===== src/rtl/fetch_queue.sv =====
// Circular FIFO between instruction fetch and decode: holds {instr, pc} pairs,
// presents the oldest to decode, and drops everything on a branch redirect.
module fetch_queue #(
   parameter int DEPTH = 4
) (
   input  logic                       clk_i,
   input  logic                       reset_i,
   input  logic                       in_valid_i,
   output logic                       in_ready_o,
   input  logic [31:0]                in_instr_i,
   input  logic [63:0]                in_pc_i,
   input  logic                       flush_i,
   output logic                       out_valid_o,
   input  logic                       out_ready_i,
   output logic [31:0]                out_instr_o,
   output logic [63:0]                out_pc_o,
   output logic [63:0]                out_pc_plus4_o,
   output logic [$clog2(DEPTH):0]     count_o
);

   localparam int AW = $clog2(DEPTH);
   localparam int CW = AW + 1;

   logic [31:0]   instr_q [DEPTH];
   logic [63:0]   pc_q    [DEPTH];
   logic [AW-1:0] wr_ptr_q, wr_ptr_d;
   logic [AW-1:0] rd_ptr_q, rd_ptr_d;
   logic [CW-1:0] count_q, count_d;
   logic          push, pop;

   // Handshake flags come only from registered occupancy, so fetch and decode
   // never see a combinational path through this block.
   assign in_ready_o  = (count_q != CW'(DEPTH));
   assign out_valid_o = (count_q != '0);

   assign push = in_valid_i & in_ready_o & ~flush_i;
   assign pop  = out_valid_o & out_ready_i & ~flush_i;

   always_comb begin
      wr_ptr_d = wr_ptr_q;
      rd_ptr_d = rd_ptr_q;
      count_d  = count_q;
      if (flush_i) begin
         wr_ptr_d = '0;
         rd_ptr_d = '0;
         count_d  = '0;
      end else begin
         if (push) wr_ptr_d = wr_ptr_q + AW'(1);
         if (pop)  rd_ptr_d = rd_ptr_q + AW'(1);
         if (push && !pop)      count_d = count_q + CW'(1);
         else if (pop && !push) count_d = count_q - CW'(1);
      end
   end

   always_ff @(posedge clk_i or posedge reset_i) begin
      if (reset_i) begin
         wr_ptr_q <= '0;
         rd_ptr_q <= '0;
         count_q  <= '0;
      end else begin
         wr_ptr_q <= wr_ptr_d;
         rd_ptr_q <= rd_ptr_d;
         count_q  <= count_d;
      end
   end

   for (genvar gi = 0; gi < DEPTH; gi++) begin : g_entry
      always_ff @(posedge clk_i or posedge reset_i) begin
         if (reset_i) begin
            instr_q[gi] <= '0;
            pc_q[gi]    <= '0;
         end else if (push && (wr_ptr_q == AW'(gi))) begin
            instr_q[gi] <= in_instr_i;
            pc_q[gi]    <= in_pc_i;
         end
      end
   end

   // Head is gated to zero while empty so decode sees a clean bubble.
   assign out_instr_o    = out_valid_o ? instr_q[rd_ptr_q] : '0;
   assign out_pc_o       = out_valid_o ? pc_q[rd_ptr_q]    : '0;
   assign out_pc_plus4_o = out_valid_o ? (pc_q[rd_ptr_q] + 64'd4) : '0;
   assign count_o        = count_q;

endmodule


===== config.mk =====
export PLATFORM = sky130hd
export DESIGN_NAME = fetch_queue
export DESIGN_NICKNAME = d
export VERILOG_FILES = /design/src/rtl/fetch_queue.sv
export SDC_FILE = /design/constraint.sdc
export NUM_CORES = 1
export LEC_CHECK = 0
export CAP_MARGIN = 20
export CORE_MARGIN = 4
export CORE_UTILIZATION = 52
export CTS_BUF_LIST = sky130_fd_sc_hd__clkbuf_2
export CTS_CLUSTER_SIZE = 24
export DETAILED_ROUTE_END_ITERATION = 7
export DONT_BUFFER_PORTS = 1
export HOLD_SLACK_MARGIN = 0.06
export PLACE_DENSITY_LB_ADDON = 0.12
export SETUP_SLACK_MARGIN = 0.4
export SYNTH_ARGS = -nofsm -noshare
export SYNTH_HDL_FRONTEND = slang
export SYNTH_SLANG_ARGS = --single-unit

===== constraint.sdc =====
create_clock -name clk_i -period 18.63 [get_ports clk_i]
set_input_delay 4.6575 -clock clk_i [delete_from_list [all_inputs] [get_ports clk_i]]
set_output_delay 4.6575 -clock clk_i [all_outputs]
set_load 0.1 [all_outputs]

==> summary.txt, run 1 <==
Clock network
  • Setup Buffers After CTS: 0
  • Skew-Pair Late Insertion Delay: 1.02 ns
  • Bufs on Longest Clock Path: 3
  • Clock sinks: 391
  • Root Buffer: clkbuf_2
  • CTS-repair resized insts: 0
  • CTS tree: yes
  • Worst-path clk slew: 0.10 ns
  • Htree depth: 3
  • Hold buffer count at CTS: 0
  • Num CTS Buffers: just over 100

Floorplan
  • Rows: 70
  • Die width: just over 200 um
  • Die Area: 40600 um2
  • Core ar.: 36800 um2
  • Initial Util: between 50% and 60%
  • IO Count: approximately 270
  • Die Span Y: 202 um

Logic synthesis
  • Largest family of logic cells by synthesized area: multiplexers
  • Post-synthesis compound-gate area fraction: ~1.5%
  • Synthesized cell area: 19500 um2
  • Syn nets: 1491
  • Syn. warnings: 0
  • Synth area leader: dfrtp_1
  • Seq/Total Area, Yosys: between 50% and 60%
  • Post-Synthesis Cells: 1384
  • Post-synth EDFFs: 0
  • Asr flop ratio synth: 100%
  • Syn avg cell area: 14.1 um2
  • Area fraction of the dominant cell type after synthesis: 50.2%
  • Simple logic cell fraction of the synthesized area: a little under a tenth
  • FF+latch count, synth: 391
  • Distinct cells, synth: 53
  • Post-Synth XOR/XNOR Area: 1.84%
  • Ranking of synthesized cells by area: dfrtp_1, mux2_2, mux4_2
  • Main synth FF type: dfrtp_1
  • Mux contribution to synthesized area: 34.1%
  • Adder-cell share of the synthesized area: 0.424%

Worst hold path
  • Hold Path Class: reg2reg
  • WHS Endpoint: pc_q[72]
  • Hold path depth: 1
  • Hold Path Origin: pc_q[72]

Route
  • Number of remaining DRC errors: 0
  • DR vias: 11951
  • Routed WL: roughly 47 mm
  • WL/cell: 23.7 um
  • First-pass DRT Iterations: 4
  • ANT nets after route: 0
  • Drt initial violations: 484
  • Avg Vias per Cell: about 6.0

Flow run
  • Max Cap Viol: 0

Timing
  • Final hold vios: 0
  • Fin. max-slew vios: 0
  • Unrepaired setup endpoints after global routing: false
  • Achievable frequency: 0.0936 GHz
  • Worst-Margin Slew: 1.20 ns
  • Max-slew headroom: 19.9%
  • TNS Setup: 0 ns
  • Final critical-path share of the clock period: a little under three fifths
  • Clock skew: 0.0475 ns
  • Fin crit period: 10.69 ns
  • Final setup vio count: 0

Setup path
  • Worst R2R Path Depth: 6
  • R2R Setup Slk: approximately 15 ns
  • R2R Path Start: count_o[1]
  • CP required: 13.97 ns
  • Crit path kind: reg2out
  • Reg-to-Reg End: pc_q[97]
  • WP data arrival: 6.03 ns
  • Max Fanout on Critical Path: 39
  • Setup crit start kind: register
  • CP endpoint kind: output port

GRT
  • Vias in the first global route: 12833
  • Largest net degree at the start of global routing: 110
  • Gr ovfl total: 0
  • First-pass GRT wire length: 74.0 mm
  • Global-route usage over all layers: 23.1%
  • Initial antenna violation count: 2

Run status
  • Status: finished clean

Cells and area
  • Final Net Count: between 1500 and 2000
  • Proportion of layout cells with a drive suffix above 1: roughly half
  • P&R area growth vs syn: 8.80%

Placed design
  • I/O Buffers: 0
  • Hpwl dp: 30.5 mm
  • GP Congestion: 0.868
-- layout by cell type, fill, tap and decap left out, types with 5 or more instances in the layout --
cell type  netlist  final
dfrtp_1        391    389
nor2_2           0     47
buf_16           0      6
a21oi_2          0     24
nor2_1          63     16
or3_1           16     16
clkinv_1         1     17
o21ai_0         17     17
nand3_1         28     28
ha_1             5      5
nand4_1         20     20
xnor2_1         20     20
nor3_1          12     11
xor2_1          21     21
mux4_1          22     22
mux2i_1          6      6
clkbuf_2         0    157
inv_1           12     11
mux4_2          73     73
nor4_1           8      8
nand2_1         30     26
or4_1            5      5
mux2_2         387    387
buf_4            7     22
and2_1          91     89
-- synthesized netlist by cell type, types with 2 or more instances --
cell      number
nand3_1       28
nor4_1         8
and3_1         4
nor2_1        63
dfrtp_1      391
nor4_4         2
inv_1         12
buf_2          5
nand4_2        4
nand4_1       20
mux4_1        22
o21ai_0       17
and2_1        91
nand2_1       30
nor3_1        12
clkbuf_1      39
o31ai_1        4
a21oi_1       25
or3_1         16
nand4_4        2
buf_1         27
xor2_1        21
or3_4          3
buf_12         4
mux4_2        73
xnor2_1       20
buf_4          7
ha_1           5
and4_1         4
buf_6          4
or4_1          5
a31o_2         3
nor4b_4        2
mux2_2       387
mux2i_1        6
-- through the flow --
stage,setup WS (ns),instance area [um2],cells,hold slack [ns],util [%]
4_1_cts,7.73,21200,1979,0.506,57.6
3_3_place_gp,8.90,20000,1788,0.479,54.5
2_1_floorplan,3.10,19500,1384,0.470,-
6_report,7.94,21200,1983,0.504,57.6
3_5_place_dp,8.90,20200,1796,0.484,55.0
5_1_grt,7.50,21200,1983,0.517,57.6
-- flip-flops by register name (all words and copies together), names as in the netlist --
| name | cells |
|---|---|
| count_o | 3 |
| pc_q | 256 |
| rd_ptr_q | 2 |
| instr_q | 128 |
| wr_ptr_q | 2 |
-- final cells by class --
cell class                      count  area [um2]
Antenna cell                        4        10.0
Clock buffer                      157         786
Clock inverter                     26         161
Fill cell                        3068       15600
Inverter                           13        57.6
Multi-Input combinational cell    894        9450
Sequential cell                   391        9790
Tap cell                          468         586
Timing Repair Buffer               30         360
-- per-layer routing --
layer / routed length (um) / track usage [%] / vias to the layer above
li1: - / - / 5275
met1: 19700 / 29.2 / 6226
met2: 22600 / 37.3 / 371
met3: 3610 / 8.41 / 79
met4: 1010 / 7.37 / 0
met5: 0 / 0 / -
-- worst max path at each step --
| stage | from | end | slack, ns |
|---|---|---|---|
| detailed placement | rd_ptr_q[0] | out_pc_plus4_o[63] | 8.90 |
| floorplan | reset_i | count_o[0] | 3.10 |
| finish | rd_ptr_q[0] | out_pc_plus4_o[63] | 7.94 |
| global placement | rd_ptr_q[0] | out_pc_plus4_o[63] | 8.90 |
| global route | rd_ptr_q[0] | out_pc_plus4_o[63] | 7.50 |
| CTS | rd_ptr_q[0] | out_pc_plus4_o[63] | 7.73 |
-- cells by family (layout without fill, tap and decap cells) --
kind of cell	Yosys count	after routing
and+or+nand+nor	307	307
muxes	488	488
DFF	391	391
adders and majority gates	6	6
other	0	4
buffers and inverters	99	226
xor gates and xnor gates	41	41
AOI/OAI and AO/OA	52	52
-- critical path, cell delays in order, from the launching register on --
cell	delay, ns
dfrtp_4	0.84
buf_4	0.65
buf_4	0.69
mux4_2	0.45
nand4_4	0.12
or3_4	0.42
or4_1	0.54
or3_1	0.33
a21oi_2	0.90
Power of run 1 is left out: the tool's default activity adds up to more than one toggle a clock period on the data nets, which glitch-free logic cannot reach.
==> run 2, diff against run 1 <==
clock period = 8.8 ns   (was 18.63 ns; I/O delays follow)
==> run 2 against run 1 <==
Effect of this change:
- sequential share of layout area down 0.15 points
- non-clock buffer count up 1
- die area unchanged
- register-to-register slack worse by 9.9 ns
- utilization up 0.19 points
- final cell count down 0.55%
- worst setup slack worse by 6.6 ns
- global-route usage up 0.15 points
- critical endpoint unchanged
- highest routed layer unchanged
==> summary.txt, run 2 (same netlist as run 1, synthesis figures left out) <==
Route
  • Routed WL: 47.0 mm (+0.25%)
  • ANT nets after route: 0 (unchanged)
  • First-pass DRT Iterations: 4 (unchanged)
  • Drt initial violations: 434 (-10%)
  • DR vias: 11936 (-0.13%)
  • WL/cell: 23.8 um (+0.80%)
  • Number of remaining DRC errors: 0 (unchanged)
  • Avg Vias per Cell: 6.05 (+0.43%)

Placed design
  • GP Congestion: 0.838 (-3.4%)
  • Hpwl dp: 30.4 mm (-0.56%)
  • I/O Buffers: 0 (unchanged)

Timing
  • Unrepaired setup endpoints after global routing: false
  • TNS Setup: 0 ns (unchanged)
  • Achievable frequency: 0.133 GHz
  • Worst-Margin Slew: 1.19 ns (-0.0104 ns)
  • Clock skew: 0.0603 ns (+0.0129 ns)
  • Final critical-path share of the clock period: 85.1%
  • Fin. max-slew vios: 0 (unchanged)
  • Final hold vios: 0 (unchanged)
  • Fin crit period: 7.49 ns
  • Final setup vio count: 0 (unchanged)
  • Max-slew headroom: 20.6% (+0.69 points)

Clock network
  • Hold buffer count at CTS: 0 (unchanged)
  • Skew-Pair Late Insertion Delay: 0.98 ns (-0.04 ns)
  • Num CTS Buffers: 101 (-0.98%)
  • Clock sinks: 391 (unchanged)
  • Bufs on Longest Clock Path: 3 (unchanged)
  • Root Buffer: clkbuf_2
  • Setup Buffers After CTS: 0 (unchanged)
  • CTS-repair resized insts: 0 (unchanged)
  • CTS tree: yes
  • Worst-path clk slew: 0.10 ns (about the same)
  • Htree depth: 3 (unchanged)

Setup path
  • CP endpoint kind: output port
  • WP data arrival: 5.29 ns (-0.74 ns)
  • Crit path kind: reg2out
  • Max Fanout on Critical Path: 53 (+36%)
  • Crit. Startpoint: rd_ptr_q[0]
  • CP required: 6.60 ns (-7.37 ns)
  • Setup crit start kind: register
  • R2R Path Start: count_o[0]
  • Critical Path Max Stage Delay: 1.03 ns (+0.13 ns)
  • Slowest-stage cell, CP: dfrtp_4
  • Crit path buf inv count: 1 (-1)
  • Critical path, cell by cell: buf_4 -> mux4_2 -> nand4_4 -> or3_4 -> or4_1 -> or3_1 -> a21oi_2
  • CP top delay family: simple AND/OR/NAND/NOR gates

Floorplan
  • Rows: 70 (unchanged)
  • Initial Util: 53.0% (unchanged)
  • Die Area: 40600 um2 (unchanged)
  • IO Count: 266 (unchanged)
  • Die width: 202 um (unchanged)
  • Core ar.: 36800 um2 (unchanged)
  • Die Span Y: 202 um (unchanged)

Worst hold path
  • Hold Path Origin: pc_q[72]
  • Hold Path Class: reg2reg

Run status
  • Status: finished clean

Cells and area
  • Most frequent cells in the layout: dfrtp_1, mux2_2, clkbuf_2
  • P&R area growth vs syn: 9.16%
  • # fillers: 3034 (-1.1%)
  • Largest register by flop count: pc_q
  • Largest register FFs: 256 (unchanged)
  • Commonest non-fill, non-tap cell in the layout: dfrtp_1
  • Final Net Count: 1539 (unchanged)
  • Proportion of layout cells with a drive suffix above 1: 50.5% (+0.069 points)

GRT
  • First-pass GRT wire length: 74.6 mm (+0.72%)
  • Global-route usage over all layers: 23.2% (+0.15 points)
  • Initial antenna violation count: 1 (-1)
  • Vias in the first global route: 12934 (+0.79%)
  • Largest net degree at the start of global routing: 170 (+55%)
  • Gr ovfl total: 0 (unchanged)

Flow run
  • Max Cap Viol: 0 (unchanged)
run 2: cell count changes in the layout (fill, tap and decap cells not counted), sizes merged:
cell,before,now
clkinv,21,17
clkbuf,157,154
diode,4,1
inv,14,11
buf,30,31
bufinv,2,3
run 2: final cells by class:
| class | instances | area [um2] | share of cell area, % |
|---|---|---|---|
| Antenna cell | 1 | 2.50 | 0.0118 |
| Clock buffer | 154 | 771 | 3.62 |
| Timing Repair Buffer | 31 | 445 | 2.09 |
| Sequential cell | 391 | 9790 | 46.0 |
| Inverter | 13 | 53.8 | 0.253 |
| Tap cell | 468 | 586 | 2.75 |
| Clock inverter | 20 | 174 | 0.818 |
| Multi-Input combinational cell | 894 | 9450 | 44.4 |
run 2: final timing paths:
path,depth (start not counted),endpoint,slack [ns]
max reg2reg,6,pc_q[104],4.90
max in group asynchronous,3,pc_q[101],5.75
min in group asynchronous,1,pc_q[180],1.24
min reg2reg,1,pc_q[72],0.51
min,1,pc_q[72],0.51
max,7,out_pc_plus4_o[63],1.31
run 2: metal layers:
layer	vias to the layer above	GRT usage (%)	wire, um
met5	-	0	0
met4	0	7.67	1060
met3	72	6.85	3080
met2	308	37.9	22900
met1	6287	30.1	20000
li1	5269	-	-
run 2: per-stage QoR:
stage	area, um2	util, %	std cells	hold slack [ns]	worst slack, ns
after floorplan	19500	-	1384	0.470	1.34
after global placement	20100	54.5	1787	0.479	2.30
after detailed placement	20300	55.2	1796	0.486	2.29
after CTS	21200	57.7	1970	0.505	1.11
after global routing	21300	57.8	1972	0.515	0.996
final	21300	57.8	1972	0.505	1.31
Power of run 2 is left out for the same reason.
==> run 3, diff against run 2 <==
MAX_ROUTING_LAYER = met4   (was unset)
==> run 3 against run 2 <==
Effect of this change:
- die area unchanged
- via count down 0.18%
- register-to-register slack worse by 0.02 ns
- hold slack about the same
- non-clock buffer count unchanged
- final cell count unchanged
- final area unchanged
- maximum frequency about the same
- first-iteration DRC count up 11%
- wire length about the same
==> summary.txt, run 3 (same netlist as run 1, synthesis figures left out) <==
Cells and area
  • Most frequent cells in the layout: dfrtp_1, mux2_2, clkbuf_2
  • Final Net Count: 1539 (unchanged)
  • Proportion of layout cells with a drive suffix above 1: 50.5% (unchanged)
  • Largest register FFs: 256 (unchanged)
  • Commonest non-fill, non-tap cell in the layout: dfrtp_1
  • Largest register by flop count: pc_q
  • P&R area growth vs syn: 9.16% (unchanged)

Placed design
  • Hpwl dp: 30.4 mm (unchanged)
  • GP Congestion: 0.851 (+1.5%)
  • I/O Buffers: 0 (unchanged)

Timing
  • Achievable frequency: 0.133 GHz (about the same)
  • Final critical-path share of the clock period: 85.2% (about the same)
  • Fin crit period: 7.50 ns (+0.00267 ns)
  • Worst-Margin Slew: 1.19 ns (-0.00291 ns)
  • Max-slew headroom: 20.8% (+0.19 points)
  • Final setup vio count: 0 (unchanged)
  • Unrepaired setup endpoints after global routing: false
  • TNS Setup: 0 ns (unchanged)
  • Fin. max-slew vios: 0 (unchanged)
  • Clock skew: 0.0717 ns (+0.0114 ns)
  • Final hold vios: 0 (unchanged)

Route
  • Routed WL: 47.0 mm (about the same)
  • Drt initial violations: 481 (+11%)
  • Number of remaining DRC errors: 0 (unchanged)
  • WL/cell: 23.8 um (about the same)
  • First-pass DRT Iterations: 4 (unchanged)
  • Avg Vias per Cell: 6.04 (-0.18%)
  • DR vias: 11914 (-0.18%)
  • ANT nets after route: 0 (unchanged)

Floorplan
  • Initial Util: 53.0% (unchanged)
  • Core ar.: 36800 um2 (unchanged)
  • Rows: 70 (unchanged)
  • Die Area: 40600 um2 (unchanged)
  • Die width: 202 um (unchanged)
  • Die Span Y: 202 um (unchanged)
  • IO Count: 266 (unchanged)

Setup path
  • Setup crit start kind: register
  • R2R Setup Slk: 4.88 ns (-0.02 ns)
  • CP required: 6.60 ns (about the same)
  • Crit path kind: reg2out
  • R2R Path Start: count_o[0]
  • Reg-to-Reg End: pc_q[104]
  • Max Fanout on Critical Path: 53 (unchanged)
  • CP endpoint kind: output port
  • Worst R2R Path Depth: 6 (unchanged)
  • WP data arrival: 5.30 ns (about the same)

Run status
  • Status: finished clean

Clock network
  • Skew-Pair Late Insertion Delay: 0.98 ns (about the same)
  • Htree depth: 3 (unchanged)
  • Root Buffer: clkbuf_2
  • Worst-path clk slew: 0.10 ns (about the same)
  • Setup Buffers After CTS: 0 (unchanged)
  • Clock sinks: 391 (unchanged)
  • CTS tree: yes
  • Bufs on Longest Clock Path: 3 (unchanged)
  • CTS-repair resized insts: 0 (unchanged)
  • Hold buffer count at CTS: 0 (unchanged)
  • Num CTS Buffers: 101 (unchanged)

Worst hold path
  • Hold path depth: 1 (unchanged)
  • WHS Endpoint: pc_q[166]
  • Hold Path Origin: pc_q[166]
  • Hold Path Class: reg2reg

GRT
  • Largest net degree at the start of global routing: 170 (unchanged)
  • First-pass GRT wire length: 74.5 mm (about the same)
  • Vias in the first global route: 12919 (-0.12%)
  • Initial antenna violation count: 1 (unchanged)
  • Global-route usage over all layers: 23.9% (+0.69 points)
  • Gr ovfl total: 0 (unchanged)

Flow run
  • Max Cap Viol: 0 (unchanged)
-- run 3: final cells by class --
class	count	area, um2
Antenna cell	1	2.50
Clock inverter	20	174
Clock buffer	154	771
Fill cell	3034	15500
Multi-Input combinational cell	894	9450
Inverter	13	53.8
Sequential cell	391	9790
Tap cell	468	586
Timing Repair Buffer	31	445
-- run 3: metal layers --
metal	up-vias	global-route usage, %	share of wire, %
met5	-	-	0
met1	6261	30.1	43
met2	303	38.0	49
met4	0	7.62	2.2
li1	5276	-	-
met3	74	6.72	6.4
-- run 3: how the worst max path moves through the flow --
stage / from / to / slack (ns) / cells past startpoint
finish: rd_ptr_q[0] / out_pc_plus4_o[63] / 1.30 / 7
global route: rd_ptr_q[0] / out_pc_plus4_o[63] / 1.0 / 7
CTS: rd_ptr_q[0] / out_pc_plus4_o[63] / 1.11 / 7
detailed placement: rd_ptr_q[0] / out_pc_plus4_o[63] / 2.29 / 7
global placement: rd_ptr_q[0] / out_pc_plus4_o[63] / 2.30 / 7
floorplan: reset_i / count_o[0] / 1.34 / 1
-- run 3: critical path, cell delays in order (launching register included) --
cell,delay [ns]
dfrtp_4,1.03
buf_4,0.47
mux4_2,0.39
nand4_4,0.14
or3_4,0.43
or4_1,0.54
or3_1,0.34
a21oi_2,0.89
-- run 3: through the flow --
step                hold slack [ns]  cells  util (%)  worst slack [ns]  area, um2
global route                  0.515   1972      57.8             0.996      21300
floorplan                     0.470   1384         -              1.34      19500
global placement              0.479   1787      54.5              2.30      20100
CTS                           0.505   1970      57.7              1.11      21200
detailed placement            0.486   1796      55.2              2.29      20300
finish                        0.505   1972      57.8              1.30      21300
Power of run 3 is left out for the same reason.
